<file path="src/rtl/hazard_state_monitor_if.sv">
//==============================================================================
// Module      : hazard_state_monitor_if
// Description : Feature-stream and result bundle between the feature extractor
//               / safety output stage (master side) and hazard_state_monitor
//               (slave side).
//               Master drives: feat_accel_mag, feat_brake_rate, feat_valid,
//                              alarm_clear
//               Slave drives : avg_accel, state, warn, alarm, event_count,
//                              out_valid
// Revision    : 1.0 - initial release
//==============================================================================
`default_nettype none

interface hazard_state_monitor_if #(
  parameter int DATA_WIDTH = 16
);
  logic [DATA_WIDTH-1:0] feat_accel_mag;
  logic [DATA_WIDTH-1:0] feat_brake_rate;
  logic                  feat_valid;
  logic                  alarm_clear;
  logic [DATA_WIDTH-1:0] avg_accel;
  logic [1:0]            state;
  logic                  warn;
  logic                  alarm;
  logic [7:0]            event_count;
  logic                  out_valid;

  modport master (
    output feat_accel_mag, feat_brake_rate, feat_valid, alarm_clear,
    input  avg_accel, state, warn, alarm, event_count, out_valid
  );

  modport slave (
    input  feat_accel_mag, feat_brake_rate, feat_valid, alarm_clear,
    output avg_accel, state, warn, alarm, event_count, out_valid
  );
endinterface

`default_nettype wire

</file>
<file path="src/rtl/hazard_state_monitor.sv">
//==============================================================================
// Module      : hazard_state_monitor
// Description : Smooths acceleration over a 2^WIN_LOG2 sliding window, then
//               classifies each sample against warn/alarm thresholds with
//               hysteresis and persistence. Drives state, warn/alarm flags and
//               a saturating count of ALARM entries.
// Ports       : clk  - system clock (rising edge)
//               rst  - synchronous active-high reset
//               bus  - hazard_state_monitor_if.slave
//                      in : feat_accel_mag, feat_brake_rate, feat_valid,
//                           alarm_clear
//                      out: avg_accel, state, warn, alarm, event_count,
//                           out_valid
// Pipeline    : edge N window/sum, edge N+1 avg_accel, edge N+2 state/flags
//               and out_valid pulse.
// Option      : HAZARD_LATCH_EN - when defined, ALARM exits into HOLD and
//               stays alarmed until alarm_clear; otherwise ALARM exits to
//               WARN and alarm_clear is ignored.
// Revision    : 1.0 - initial release
//==============================================================================
`default_nettype none

module hazard_state_monitor #(
  parameter int DATA_WIDTH  = 16,
  parameter int WIN_LOG2    = 2,
  parameter int ACCEL_WARN  = 1000,
  parameter int ACCEL_ALARM = 2000,
  parameter int BRAKE_ALARM = 1500,
  parameter int HYST        = 100,
  parameter int PERSIST     = 3
) (
  input  wire logic              clk,
  input  wire logic              rst,
  hazard_state_monitor_if.slave  bus
);

  localparam int WIN   = 1 << WIN_LOG2;
  localparam int SUM_W = DATA_WIDTH + WIN_LOG2;

  // Thresholds compared in 32 bits so parameters wider than the data path
  // behave sensibly. Exit levels saturate at zero, making "< 0" unreachable.
  localparam logic [31:0] C_ACCEL_WARN  = 32'(ACCEL_WARN);
  localparam logic [31:0] C_ACCEL_ALARM = 32'(ACCEL_ALARM);
  localparam logic [31:0] C_BRAKE_ALARM = 32'(BRAKE_ALARM);
  localparam logic [31:0] C_ACCEL_WARN_EXIT =
    (ACCEL_WARN > HYST) ? 32'(ACCEL_WARN - HYST) : 32'd0;
  localparam logic [31:0] C_ACCEL_ALARM_EXIT =
    (ACCEL_ALARM > HYST) ? 32'(ACCEL_ALARM - HYST) : 32'd0;
  localparam logic [31:0] C_BRAKE_ALARM_EXIT =
    (BRAKE_ALARM > HYST) ? 32'(BRAKE_ALARM - HYST) : 32'd0;
  localparam logic [3:0]  C_PERSIST = 4'(PERSIST);

  typedef enum logic [1:0] {
    ST_NORMAL = 2'd0,
    ST_WARN   = 2'd1,
    ST_ALARM  = 2'd2,
    ST_HOLD   = 2'd3
  } state_t;

  // ---------------------------------------------------------------------------
  // Stage 1: sliding window and running sum
  // ---------------------------------------------------------------------------
  logic [DATA_WIDTH-1:0] r_win [WIN];
  logic [SUM_W-1:0]      r_sum;
  logic [DATA_WIDTH-1:0] r_brake1;
  logic                  r_v1;

  always_ff @(posedge clk) begin
    if (rst) begin
      for (int i = 0; i < WIN; i++) r_win[i] <= '0;
      r_sum    <= '0;
      r_brake1 <= '0;
      r_v1     <= 1'b0;
    end else begin
      r_v1 <= bus.feat_valid;
      if (bus.feat_valid) begin
        r_win[0] <= bus.feat_accel_mag;
        for (int i = 1; i < WIN; i++) r_win[i] <= r_win[i-1];
        // Sum still contains the outgoing sample, so the subtraction never
        // underflows and the result always fits SUM_W bits.
        r_sum    <= r_sum + SUM_W'(bus.feat_accel_mag) - SUM_W'(r_win[WIN-1]);
        r_brake1 <= bus.feat_brake_rate;
      end
    end
  end

  // ---------------------------------------------------------------------------
  // Stage 2: registered average, brake delayed to stay paired with it
  // ---------------------------------------------------------------------------
  logic [DATA_WIDTH-1:0] r_avg;
  logic [DATA_WIDTH-1:0] r_brake2;
  logic                  r_v2;

  always_ff @(posedge clk) begin
    if (rst) begin
      r_avg    <= '0;
      r_brake2 <= '0;
      r_v2     <= 1'b0;
    end else begin
      r_v2 <= r_v1;
      if (r_v1) begin
        r_avg    <= r_sum[SUM_W-1:WIN_LOG2];
        r_brake2 <= r_brake1;
      end
    end
  end

  // ---------------------------------------------------------------------------
  // Stage 3: classification
  // ---------------------------------------------------------------------------
  logic [31:0] w_avg32;
  logic [31:0] w_brk32;
  logic        w_hot;
  logic        w_warm;
  logic        w_cool_alarm;
  logic        w_cool_warn;

  assign w_avg32      = 32'(r_avg);
  assign w_brk32      = 32'(r_brake2);
  assign w_hot        = (w_avg32 >= C_ACCEL_ALARM) || (w_brk32 >= C_BRAKE_ALARM);
  assign w_warm       = (w_avg32 >= C_ACCEL_WARN);
  assign w_cool_alarm = (w_avg32 < C_ACCEL_ALARM_EXIT) &&
                        (w_brk32 < C_BRAKE_ALARM_EXIT);
  assign w_cool_warn  = w_cool_alarm && (w_avg32 < C_ACCEL_WARN_EXIT);

  state_t     r_state;
  state_t     w_state_next;
  logic [3:0] r_pcnt;
  logic [3:0] w_pcnt_next;
  logic [3:0] w_pcnt_inc;
  logic       w_persisted;
  logic       r_last_cw;
  logic       w_last_cw_next;
  logic [7:0] r_events;
  logic [7:0] w_events_next;
  logic       r_out_valid;

  always_ff @(posedge clk) begin
    if (rst) begin
      r_state     <= ST_NORMAL;
      r_pcnt      <= '0;
      r_last_cw   <= 1'b0;
      r_events    <= '0;
      r_out_valid <= 1'b0;
    end else begin
      r_state     <= w_state_next;
      r_pcnt      <= w_pcnt_next;
      r_last_cw   <= w_last_cw_next;
      r_events    <= w_events_next;
      r_out_valid <= r_v2;
    end
  end

  always_comb begin
    w_state_next   = r_state;
    w_pcnt_next    = r_pcnt;
    w_last_cw_next = r_last_cw;
    w_events_next  = r_events;

    // Persisted means the current hot sample is the PERSIST-th in a row.
    w_pcnt_inc  = (r_pcnt >= C_PERSIST) ? C_PERSIST : r_pcnt + 4'd1;
    w_persisted = w_hot && (w_pcnt_inc == C_PERSIST);

    if (r_v2) begin
      w_pcnt_next    = w_hot ? w_pcnt_inc : 4'd0;
      w_last_cw_next = w_cool_warn;
      case (r_state)
        ST_NORMAL: begin
          if (w_persisted)          w_state_next = ST_ALARM;
          else if (w_hot || w_warm) w_state_next = ST_WARN;
        end
        ST_WARN: begin
          if (w_persisted)      w_state_next = ST_ALARM;
          else if (w_cool_warn) w_state_next = ST_NORMAL;
        end
        ST_ALARM: begin
          if (w_cool_alarm) begin
`ifdef HAZARD_LATCH_EN
            w_state_next = ST_HOLD;
`else
            w_state_next = ST_WARN;
`endif
          end
        end
`ifdef HAZARD_LATCH_EN
        ST_HOLD: begin
          if (w_persisted)                           w_state_next = ST_ALARM;
          else if (bus.alarm_clear && w_cool_warn)   w_state_next = ST_NORMAL;
        end
`endif
        default: w_state_next = ST_NORMAL;
      endcase
    end
`ifdef HAZARD_LATCH_EN
    // Operator clear between samples uses the most recent sample's verdict.
    else if (r_state == ST_HOLD && bus.alarm_clear && r_last_cw) begin
      w_state_next = ST_NORMAL;
    end
`endif

    if (w_state_next == ST_ALARM && r_state != ST_ALARM && r_events != 8'hFF)
      w_events_next = r_events + 8'd1;
  end

`ifndef HAZARD_LATCH_EN
  // Clear input and last-verdict flag have no function without the latch.
  logic w_unused;
  assign w_unused = &{1'b0, bus.alarm_clear, r_last_cw};
`endif

  assign bus.avg_accel   = r_avg;
  assign bus.state       = r_state;
  assign bus.warn        = (r_state == ST_WARN);
  assign bus.alarm       = (r_state == ST_ALARM) || (r_state == ST_HOLD);
  assign bus.event_count = r_events;
  assign bus.out_valid   = r_out_valid;

endmodule

`default_nettype wire

</file>
<file path="src/flat_wrapper.sv">
// flat-port wrapper written by rule: the top's interface ports become plain ports
module hazard_state_monitor_flat 
#(
  parameter int DATA_WIDTH  = 16,
  parameter int WIN_LOG2    = 2,
  parameter int ACCEL_WARN  = 1000,
  parameter int ACCEL_ALARM = 2000,
  parameter int BRAKE_ALARM = 1500,
  parameter int HYST        = 100,
  parameter int PERSIST     = 3
)
  (clk, rst, bus_feat_accel_mag, bus_feat_brake_rate, bus_feat_valid, bus_alarm_clear, bus_avg_accel, bus_state, bus_warn, bus_alarm, bus_event_count, bus_out_valid);
  hazard_state_monitor_if #(.DATA_WIDTH(DATA_WIDTH)) bus_i ();
  input  wire logic clk;
  input  wire logic rst;
  input wire logic [$bits(bus_i.feat_accel_mag)-1:0] bus_feat_accel_mag;
  input wire logic [$bits(bus_i.feat_brake_rate)-1:0] bus_feat_brake_rate;
  input wire logic [$bits(bus_i.feat_valid)-1:0] bus_feat_valid;
  input wire logic [$bits(bus_i.alarm_clear)-1:0] bus_alarm_clear;
  output wire logic [$bits(bus_i.avg_accel)-1:0] bus_avg_accel;
  output wire logic [$bits(bus_i.state)-1:0] bus_state;
  output wire logic [$bits(bus_i.warn)-1:0] bus_warn;
  output wire logic [$bits(bus_i.alarm)-1:0] bus_alarm;
  output wire logic [$bits(bus_i.event_count)-1:0] bus_event_count;
  output wire logic [$bits(bus_i.out_valid)-1:0] bus_out_valid;
  assign bus_i.feat_accel_mag = bus_feat_accel_mag;
  assign bus_i.feat_brake_rate = bus_feat_brake_rate;
  assign bus_i.feat_valid = bus_feat_valid;
  assign bus_i.alarm_clear = bus_alarm_clear;
  assign bus_avg_accel = bus_i.avg_accel;
  assign bus_state = bus_i.state;
  assign bus_warn = bus_i.warn;
  assign bus_alarm = bus_i.alarm;
  assign bus_event_count = bus_i.event_count;
  assign bus_out_valid = bus_i.out_valid;
  hazard_state_monitor #(.DATA_WIDTH(DATA_WIDTH), .WIN_LOG2(WIN_LOG2), .ACCEL_WARN(ACCEL_WARN), .ACCEL_ALARM(ACCEL_ALARM), .BRAKE_ALARM(BRAKE_ALARM), .HYST(HYST), .PERSIST(PERSIST)) u_core (.clk(clk), .rst(rst), .bus(bus_i));
endmodule
</file>
<file path="config.mk">
export PLATFORM = sky130hd
export DESIGN_NAME = hazard_state_monitor_flat
export DESIGN_NICKNAME = d
export VERILOG_FILES = /design/src/rtl/hazard_state_monitor_if.sv /design/src/rtl/hazard_state_monitor.sv /design/src/flat_wrapper.sv
export SDC_FILE = /design/constraint.sdc
export NUM_CORES = 1
export LEC_CHECK = 0
export ABC_AREA = 1
export CAP_MARGIN = 10
export CELL_PAD_IN_SITES_DETAIL_PLACEMENT = 1
export CELL_PAD_IN_SITES_GLOBAL_PLACEMENT = 1
export CORE_AREA = 5 5 151 109
export CTS_CLUSTER_SIZE = 28
export DETAILED_ROUTE_END_ITERATION = 10
export DIE_AREA = 0 0 156 114
export PLACE_DENSITY = 0.9
export SLEW_MARGIN = 20
export SYNTH_ARGS = -nofsm -noshare
export SYNTH_HDL_FRONTEND = slang
export SYNTH_SLANG_ARGS = --single-unit
</file>
<file path="constraint.sdc">
create_clock -name clk -period 5.6 [get_ports clk]
set_input_delay 0.84 -clock clk [delete_from_list [all_inputs] [get_ports clk]]
set_output_delay 0.84 -clock clk [all_outputs]
set_load 0.05 [all_outputs]
</file>
==> impl_results.md, run 1 <==
- Endpoint class of the critical path: flop
- Most common cell after layout, fill and taps aside: inv_1
- H-tree Lvls: 4
- Initial Utilization: 45.44%
- Non-Filler Instances: 1089
- Total Routed Length: 18310 microns
- Setup_tns: 0 ns
- Final slew viol count: 0
- DR vias: 5552
- WHS: around 0.45 ns
- Die Area: 17780 sq um
- Slew HR: between 30% and 40%
- Hold/Removal Path Class: flop to flop
- Port Buf Inserts: 61
- Worst VDD drop: 0.2328 mV
- Mean Syn Cell Area: 8.393 sq um
- CTS resizes: 0
- Crit path kind: primary input to flop
- Ant diodes: 0
- Final period util: 57.38%
- # Max-Cap Violations: 0
- Post-DP Area: 7651 sq um
- First-pass GRT wire length: 30220 microns
- Power Density: approximately 440 nW/um^2
- Placeable Area: 15070 sq um
- Clk root buf: clkbuf_16
- Maximum buffer depth of the clock tree: 2
- Largest net degree at the start of global routing: 59
- Final setup fails: 0
- IO Count: 65
- Post-DP HPWL: 11970 microns
- RSZ-0062 raised after global routing: no
- Hold-fix buffers, CTS: 0
- Largest family of logic cells by synthesized area: simple AND/OR/NAND/NOR gates
- Row cnt: 38
- Antenna-violating nets left: 0
- Syn_nets: 888
- Most frequent cells in the layout: inv_1 (170), nand2_1 (117), nor2_1 (112)
- Via density: 5.098
- Routability cong.: 0.8709
- CTS tree: done
- Sequential fraction of the synthesis area: between 50 and 60%
- Compound-Gate Fraction of Synth Area: 11.36%
- Post-CTS Setup Repair Bufs: 0
- Vert. Die Dim: 114 microns
- Inst Count DP: 1057
- Seq cells post-synth: 143
- Multiplexer share of the synthesized area: 0%
- Starting DRT DRC Count: 344
- Simple-gate share of the synthesized area: 17.68%
- Mapped Cells: 816
- Area Overhead vs Synth: 20.22%
- Clock Latency Late Sink: 0.44 ns
- Final nets: about 950
- Synth Area in XOR/XNOR: 0.6394%
- Initial antenna violation count: 0
- Hold-critical path depth: 2
- Overflow after GRT: 0
- CTS clock-pin slew for the worst setup and hold paths: 0.06 ns
- R2R depth: 16
- Synth Area in Adders: 8.330%
- Post-route DRC: 0
- Vias in the first global route: 5918
- Distinct cells, synth: 32
- Post-route cell area: slightly above 8000 sq um
- Warnings from Yosys: 0
- Hold Vio Cnt, Final: 0
- CP Max Fanout: 5
- Layout cells sized above 1: 5.512%
- Final Skew: 0.01219 ns
- Outcome: finished clean
- WP data required: 5.96 ns
- Worst-Margin Slew: approximately 1 ns
- WL/cell: approximately 17 microns
- Number of CTS-inserted buffers: 17
- Die X: 156 microns
- Worst Setup Start Kind: primary input
- TritonCTS Sinks: ~140
- First-pass DRT Iterations: 4
- Critical path arrival: 3.57 ns
- Synth Cell Area: 6849 sq um
- Total Routing Usage GR: 21.55%
- Final core occ: between 50% and 60%
- Period minus WS final: 3.213 ns
- Maximum clock frequency: 0.3112 GHz
- Static Leak: 3.634 nW
## path summary, 6_finish.rpt
kind | startpoint | endpoint | slack [ns]
worst max-delay path | bus_feat_accel_mag[4] | u_core.r_sum[15] | 2.39
worst min-delay path | u_core.r_brake1[8] | u_core.r_brake2[8] | 0.45
worst max register to register | u_core.r_sum[0] | u_core.r_sum[14] | 2.90
worst min register to register | u_core.r_brake1[8] | u_core.r_brake2[8] | 0.45
## critical path, stage by stage
cell and delay, ns:
clkdlybuf4s50_1 0.46, inv_1 0.07, fa_1 0.53, inv_1 0.05, ha_1 0.35, a21oi_1 0.30
nand2_1 0.25, nand2_1 0.12, nand2_1 0.11, nand2_1 0.11, nand2_1 0.10, nand2_1 0.08
nand2_1 0.05, o21ai_0 0.15
## flip-flops by register name, indices dropped and copies added, names as in the netlist
| signal | count |
|---|---|
| u_core.r_v2 | 1 |
| u_core.r_sum | 18 |
| u_core.bus.state | 2 |
| u_core.bus.avg_accel | 16 |
| u_core.r_v1 | 1 |
| u_core.bus.event_count | 8 |
| u_core.r_win | 64 |
| u_core.r_pcnt | 4 |
| u_core.r_brake2 | 14 |
| u_core.r_brake1 | 14 |
| u_core.bus.out_valid | 1 |
## cells in the mapped netlist
library cell  count  share of area (%)
nand3_2           1               0.15
inv_2             1              0.055
nand2_2           1              0.091
o21bai_1          3               0.33
a22o_1            1               0.13
nand2_4           1               0.16
nor2_8            1               0.29
buf_1             6               0.33
o21ai_0          75                5.5
xor2_1            2               0.26
and2_1            3               0.27
nor2_1          112                6.1
nand3_1          27                2.0
inv_1           171                9.4
dfxtp_1          79                 23
nor3_1            7               0.51
edfxtp_1         64                 28
o22ai_1           5               0.46
nand3b_4          1               0.29
fa_1             16                4.7
nor2_2            3               0.27
o21ai_1           3               0.22
nand3_4           1               0.26
nand4_2           1               0.18
nand4_1           5               0.46
nand3b_1          2               0.22
ha_1             20                3.7
buf_2             2               0.15
a21oi_1          65                4.7
clkbuf_1         17               0.93
xnor2_1           3               0.38
nand2_1         117                6.4
## report_power, final
group | internal, mW | total, mW | switching, mW
Clock | 0.640 | 1.14 | 0.500
Combinational | 0.382 | 1.21 | 0.826
Sequential | 1.20 | 1.25 | 0.0538
## stage by stage
stage | setup slack [ns] | total power, mW
floorplan | 2.235 | 2.072
global placement | 2.122 | 2.335
detailed placement | 2.005 | 2.399
CTS | 2.444 | 3.594
global route | 2.191 | 3.812
finish | 2.387 | 3.601
## final cells by class
| type | count | area (sq um) |
|---|---|---|
| Fill cell | 1786 | 6838 |
| Sequential cell | 143 | 3503 |
| Multi-Input combinational cell | 476 | 2604 |
| Timing Repair Buffer | 66 | 648.1 |
| Inverter | 172 | 645.6 |
| Clock buffer | 18 | 439.2 |
| Tap cell | 200 | 250.2 |
| Clock inverter | 14 | 143.9 |
## per-layer routing
metal,up-vias,global-route usage [%],share of wire [%]
li1,2697,-,-
met1,2738,27.91,46
met2,92,36.56,49
met3,25,4.361,3.3
met4,0,6.706,1.5
met5,-,0,0
## logic make-up after synthesis
kind of cell,count (synthesis)
simple gates,283
buf+inv,197
compound gates,152
flops,143
fa+ha+maj,36
xor+xnor,5
(Power assumes the default switching activity.)
==> run 2, diff against run 1 <==
- CORE_AREA: 5 5 151 109 -> 5 5 165 119
- DIE_AREA: 0 0 156 114 -> 0 0 170 124
- PLACE_DENSITY: 0.9 -> 0.8
- clock period: 5.6 -> 2.8 ns (I/O delays scaled with it)
==> run 2 against run 1 <==
Compared with the run above: sequential power grew 100%; register-to-register slack lost 2.5 ns; sequential cell count is the same; total power grew 100%; core utilization shrank 6.3 points; clock power grew 91%; clock-buffer cell count grew 4; cell area grew 4.5%; critical path type unchanged; non-clock buffer count grew 39; highest routed layer unchanged; combinational power grew 120%; global-route usage shrank 4.7 points.
==> impl_results.md, run 2 (same netlist as run 1, synthesis figures left out) <==
- Outcome: finished clean
- WP depth: 12 (-2)
- FF-to-FF End: u_core.r_sum[6]
- Clk root buf: clkbuf_16
- Post-DP HPWL: 12330 microns (+3.0%)
- Largest net degree at the start of global routing: 53 (-10%)
- Hold Vio Cnt, Final: 0 (unchanged)
- Number of fill cells in the layout: 2131 (+19%)
- WL/cell: 14.42 microns (-14%)
- Max reg flops: 64 (unchanged)
- RSZ-0062 raised after global routing: no
- Layout cells sized above 1: 9.483% (+4.0 points)
- Total Routed Length: 16780 microns (-8.3%)
- Initial Utilization: 38.48% (-7.0 points)
- Post-Place Setup Slack: -0.2911 ns (-2.297 ns)
- R2R Path Start: u_core.r_win[3][1]
- Overflow after GRT: 0 (unchanged)
- DR vias: 5471 (-1.5%)
- Buffers & Inverters on Critical Path: 4 (+1)
- # Max-Cap Violations: 0 (unchanged)
- R2R Setup Slk: 0.37 ns (-2.53 ns)
- TritonCTS Sinks: 143 (unchanged)
- Number of CTS-inserted buffers: 17 (unchanged)
- Biggest cell delay along the critical path: 0.53 ns (about the same)
- Final Skew: 0.009020 ns (-0.003173 ns)
- Final setup fails: 0 (unchanged)
- Port Buf Inserts: 61 (unchanged)
- Antenna-violating nets left: 0 (unchanged)
- Maximum clock frequency: about 0.39 GHz
- Setup slack after layout: 0.2140 ns (-2.173 ns)
- Final core occ: 48.32% (-6.3 points)
- Worst VDD drop: 0.4381 mV (+88%)
- Clock Latency Late Sink: 0.43 ns (about the same)
- Area Overhead vs Synth: 25.59%
- Final slew viol count: 0 (unchanged)
- R2R depth: 10 (-6)
- Ant diodes: 0 (unchanged)
- Worst Setup Start Kind: primary input
- Most common cell after layout, fill and taps aside: inv_1
- Final nets: 987 (+4.1%)
- Post-DP Area: 8026 sq um (+4.9%)
- Crit-path slowest cell: fa_1
- Starting DRT DRC Count: 301 (-13%)
- CP delay by family, top: adder cells
- Hold/Removal Path Class: flop to flop
- WP data required: 3.10 ns (-2.86 ns)
- Hold-critical path depth: 2 (unchanged)
- Worst hold path endpoint: u_core.r_brake2[8]
- Final period util: about 92%
- Min-delay src: u_core.r_brake1[8]
- Routability cong.: 0.8342 (-4.2%)
- Power Density: 857.5 nW/um^2 (+96%)
- Slew HR: 62.94% (+30 points)
- Worst-Margin Slew: 0.5542 ns (-0.4485 ns)
- Vias in the first global route: 5546 (-6.3%)
- Static Leak: 3.825 nW (+5.3%)
- Most frequent cells in the layout: inv_1 (170), nand2_1 (117), nor2_1 (111)
- Total power: 7.376 mW (+100%)
- IO Count: 65 (unchanged)
- Die X: 170 microns (+9.0%)
- CTS clock-pin slew for the worst setup and hold paths: 0.06 ns (about the same)
- Post-route DRC: 0 (unchanged)
- CP Max Fanout: 4 (-1)
- Initial antenna violation count: 0 (unchanged)
- Maximum buffer depth of the clock tree: 2 (unchanged)
- Critical Path Most Common Cell: inv_1
- Setup crit start: bus_feat_accel_mag[1]
- Placeable Area: 17800 sq um (+18%)
- Critical path arrival: 2.88 ns (-0.69 ns)
- CTS tree: done
- Via density: 4.700 (-7.8%)
- Critical path cell sequence: clkdlybuf4s50_1 -> inv_1 -> fa_1 -> fa_1 -> inv_1 -> nand3_1 -> nand2_1 -> inv_1 -> o21ai_2 -> a21oi_1 -> o21ai_0 -> o21ai_0
- First-pass GRT wire length: 27700 microns (-8.4%)
- Row cnt: 41 (+7.9%)
- H-tree Lvls: 4 (unchanged)
- Die Area: 21080 sq um (+19%)
- Crit path kind: primary input to flop
- Period minus WS final: 2.586 ns
- Biggest register: u_core.r_win
- Endpoint class of the critical path: flop
- Vert. Die Dim: 124 microns (+8.8%)
- Total Routing Usage GR: 16.82% (-4.7 points)
- Post-route cell area: 8602 sq um (+4.5%)
- First-pass DRT Iterations: 4 (unchanged)
## run 2: how the worst max path moves through the flow
| stage | endpoint | slack (ns) |
|---|---|---|
| 2_1_floorplan | u_core.r_sum[14] | 0.53 |
| 3_3_place_gp | u_core.r_sum[14] | -0.18 |
| 3_5_place_dp | u_core.r_sum[6] | -0.29 |
| 4_1_cts | u_core.r_sum[6] | 0.16 |
| 5_1_grt | u_core.r_sum[13] | 0.04 |
| 6_report | u_core.r_sum[6] | 0.21 |
## run 2: metrics by stage
stage	hold WS, ns	cells	TNS, ns
after CTS	0.4542	1164	0
after global routing	0.4784	1164	0
after global placement	0.4378	1132	-1.273
after floorplan	0.4184	816	0
after detailed placement	0.4432	1132	-2.134
final	0.4503	1164	0
## run 2: final cells by class
class	instances	area [sq um]	area share, %
flip-flops and latches	143	3503	40.73
clock buffers	22	496.7	5.775
inverters	172	645.6	7.505
multi-input cells	476	2610	30.34
repair buffers	105	978.4	11.37
clock inverters	10	72.57	0.8436
well taps	236	295.3	3.433
## run 2: where the power goes
| group | leakage, nW | switching [mW] | internal (mW) | total [mW] |
|---|---|---|---|---|
| combinational | 2.19 | 1.60 | 1.10 | 2.69 |
| clock | 0.278 | 0.912 | 1.27 | 2.18 |
| sequential | 1.36 | 0.105 | 2.40 | 2.51 |
| total | 3.82 | 2.61 | 4.76 | 7.38 |
## run 2: metal layers
| metal | vias up | global-route usage [%] | wire [microns] |
|---|---|---|---|
| met5 | - | 0 | 0 |
| met4 | 0 | 5.736 | 230 |
| met3 | 19 | 3.934 | 602 |
| met2 | 72 | 26.26 | 7464 |
| met1 | 2609 | 23.18 | 8485 |
| li1 | 2771 | - | - |
## run 2: timing repair
action,4_1_cts,5_1_grt
setup buffers,0,0
endpoints found under the setup margin,0,2
hold buffers,0,0
resized for setup,0,2
## run 2: worst min-delay path: cells and delay by family (launching register included)
kind,cells,cell delay [ns]
AOI/OAI and AO/OA,1,0.05
buffers and inverters,1,0.06
DFF,1,0.29
==> run 3, diff against run 2 <==
- TNS_END_PERCENT: default -> 100
==> results of run 3 <==
No change in the layout: final DEF, timing and power equal those of run 2.
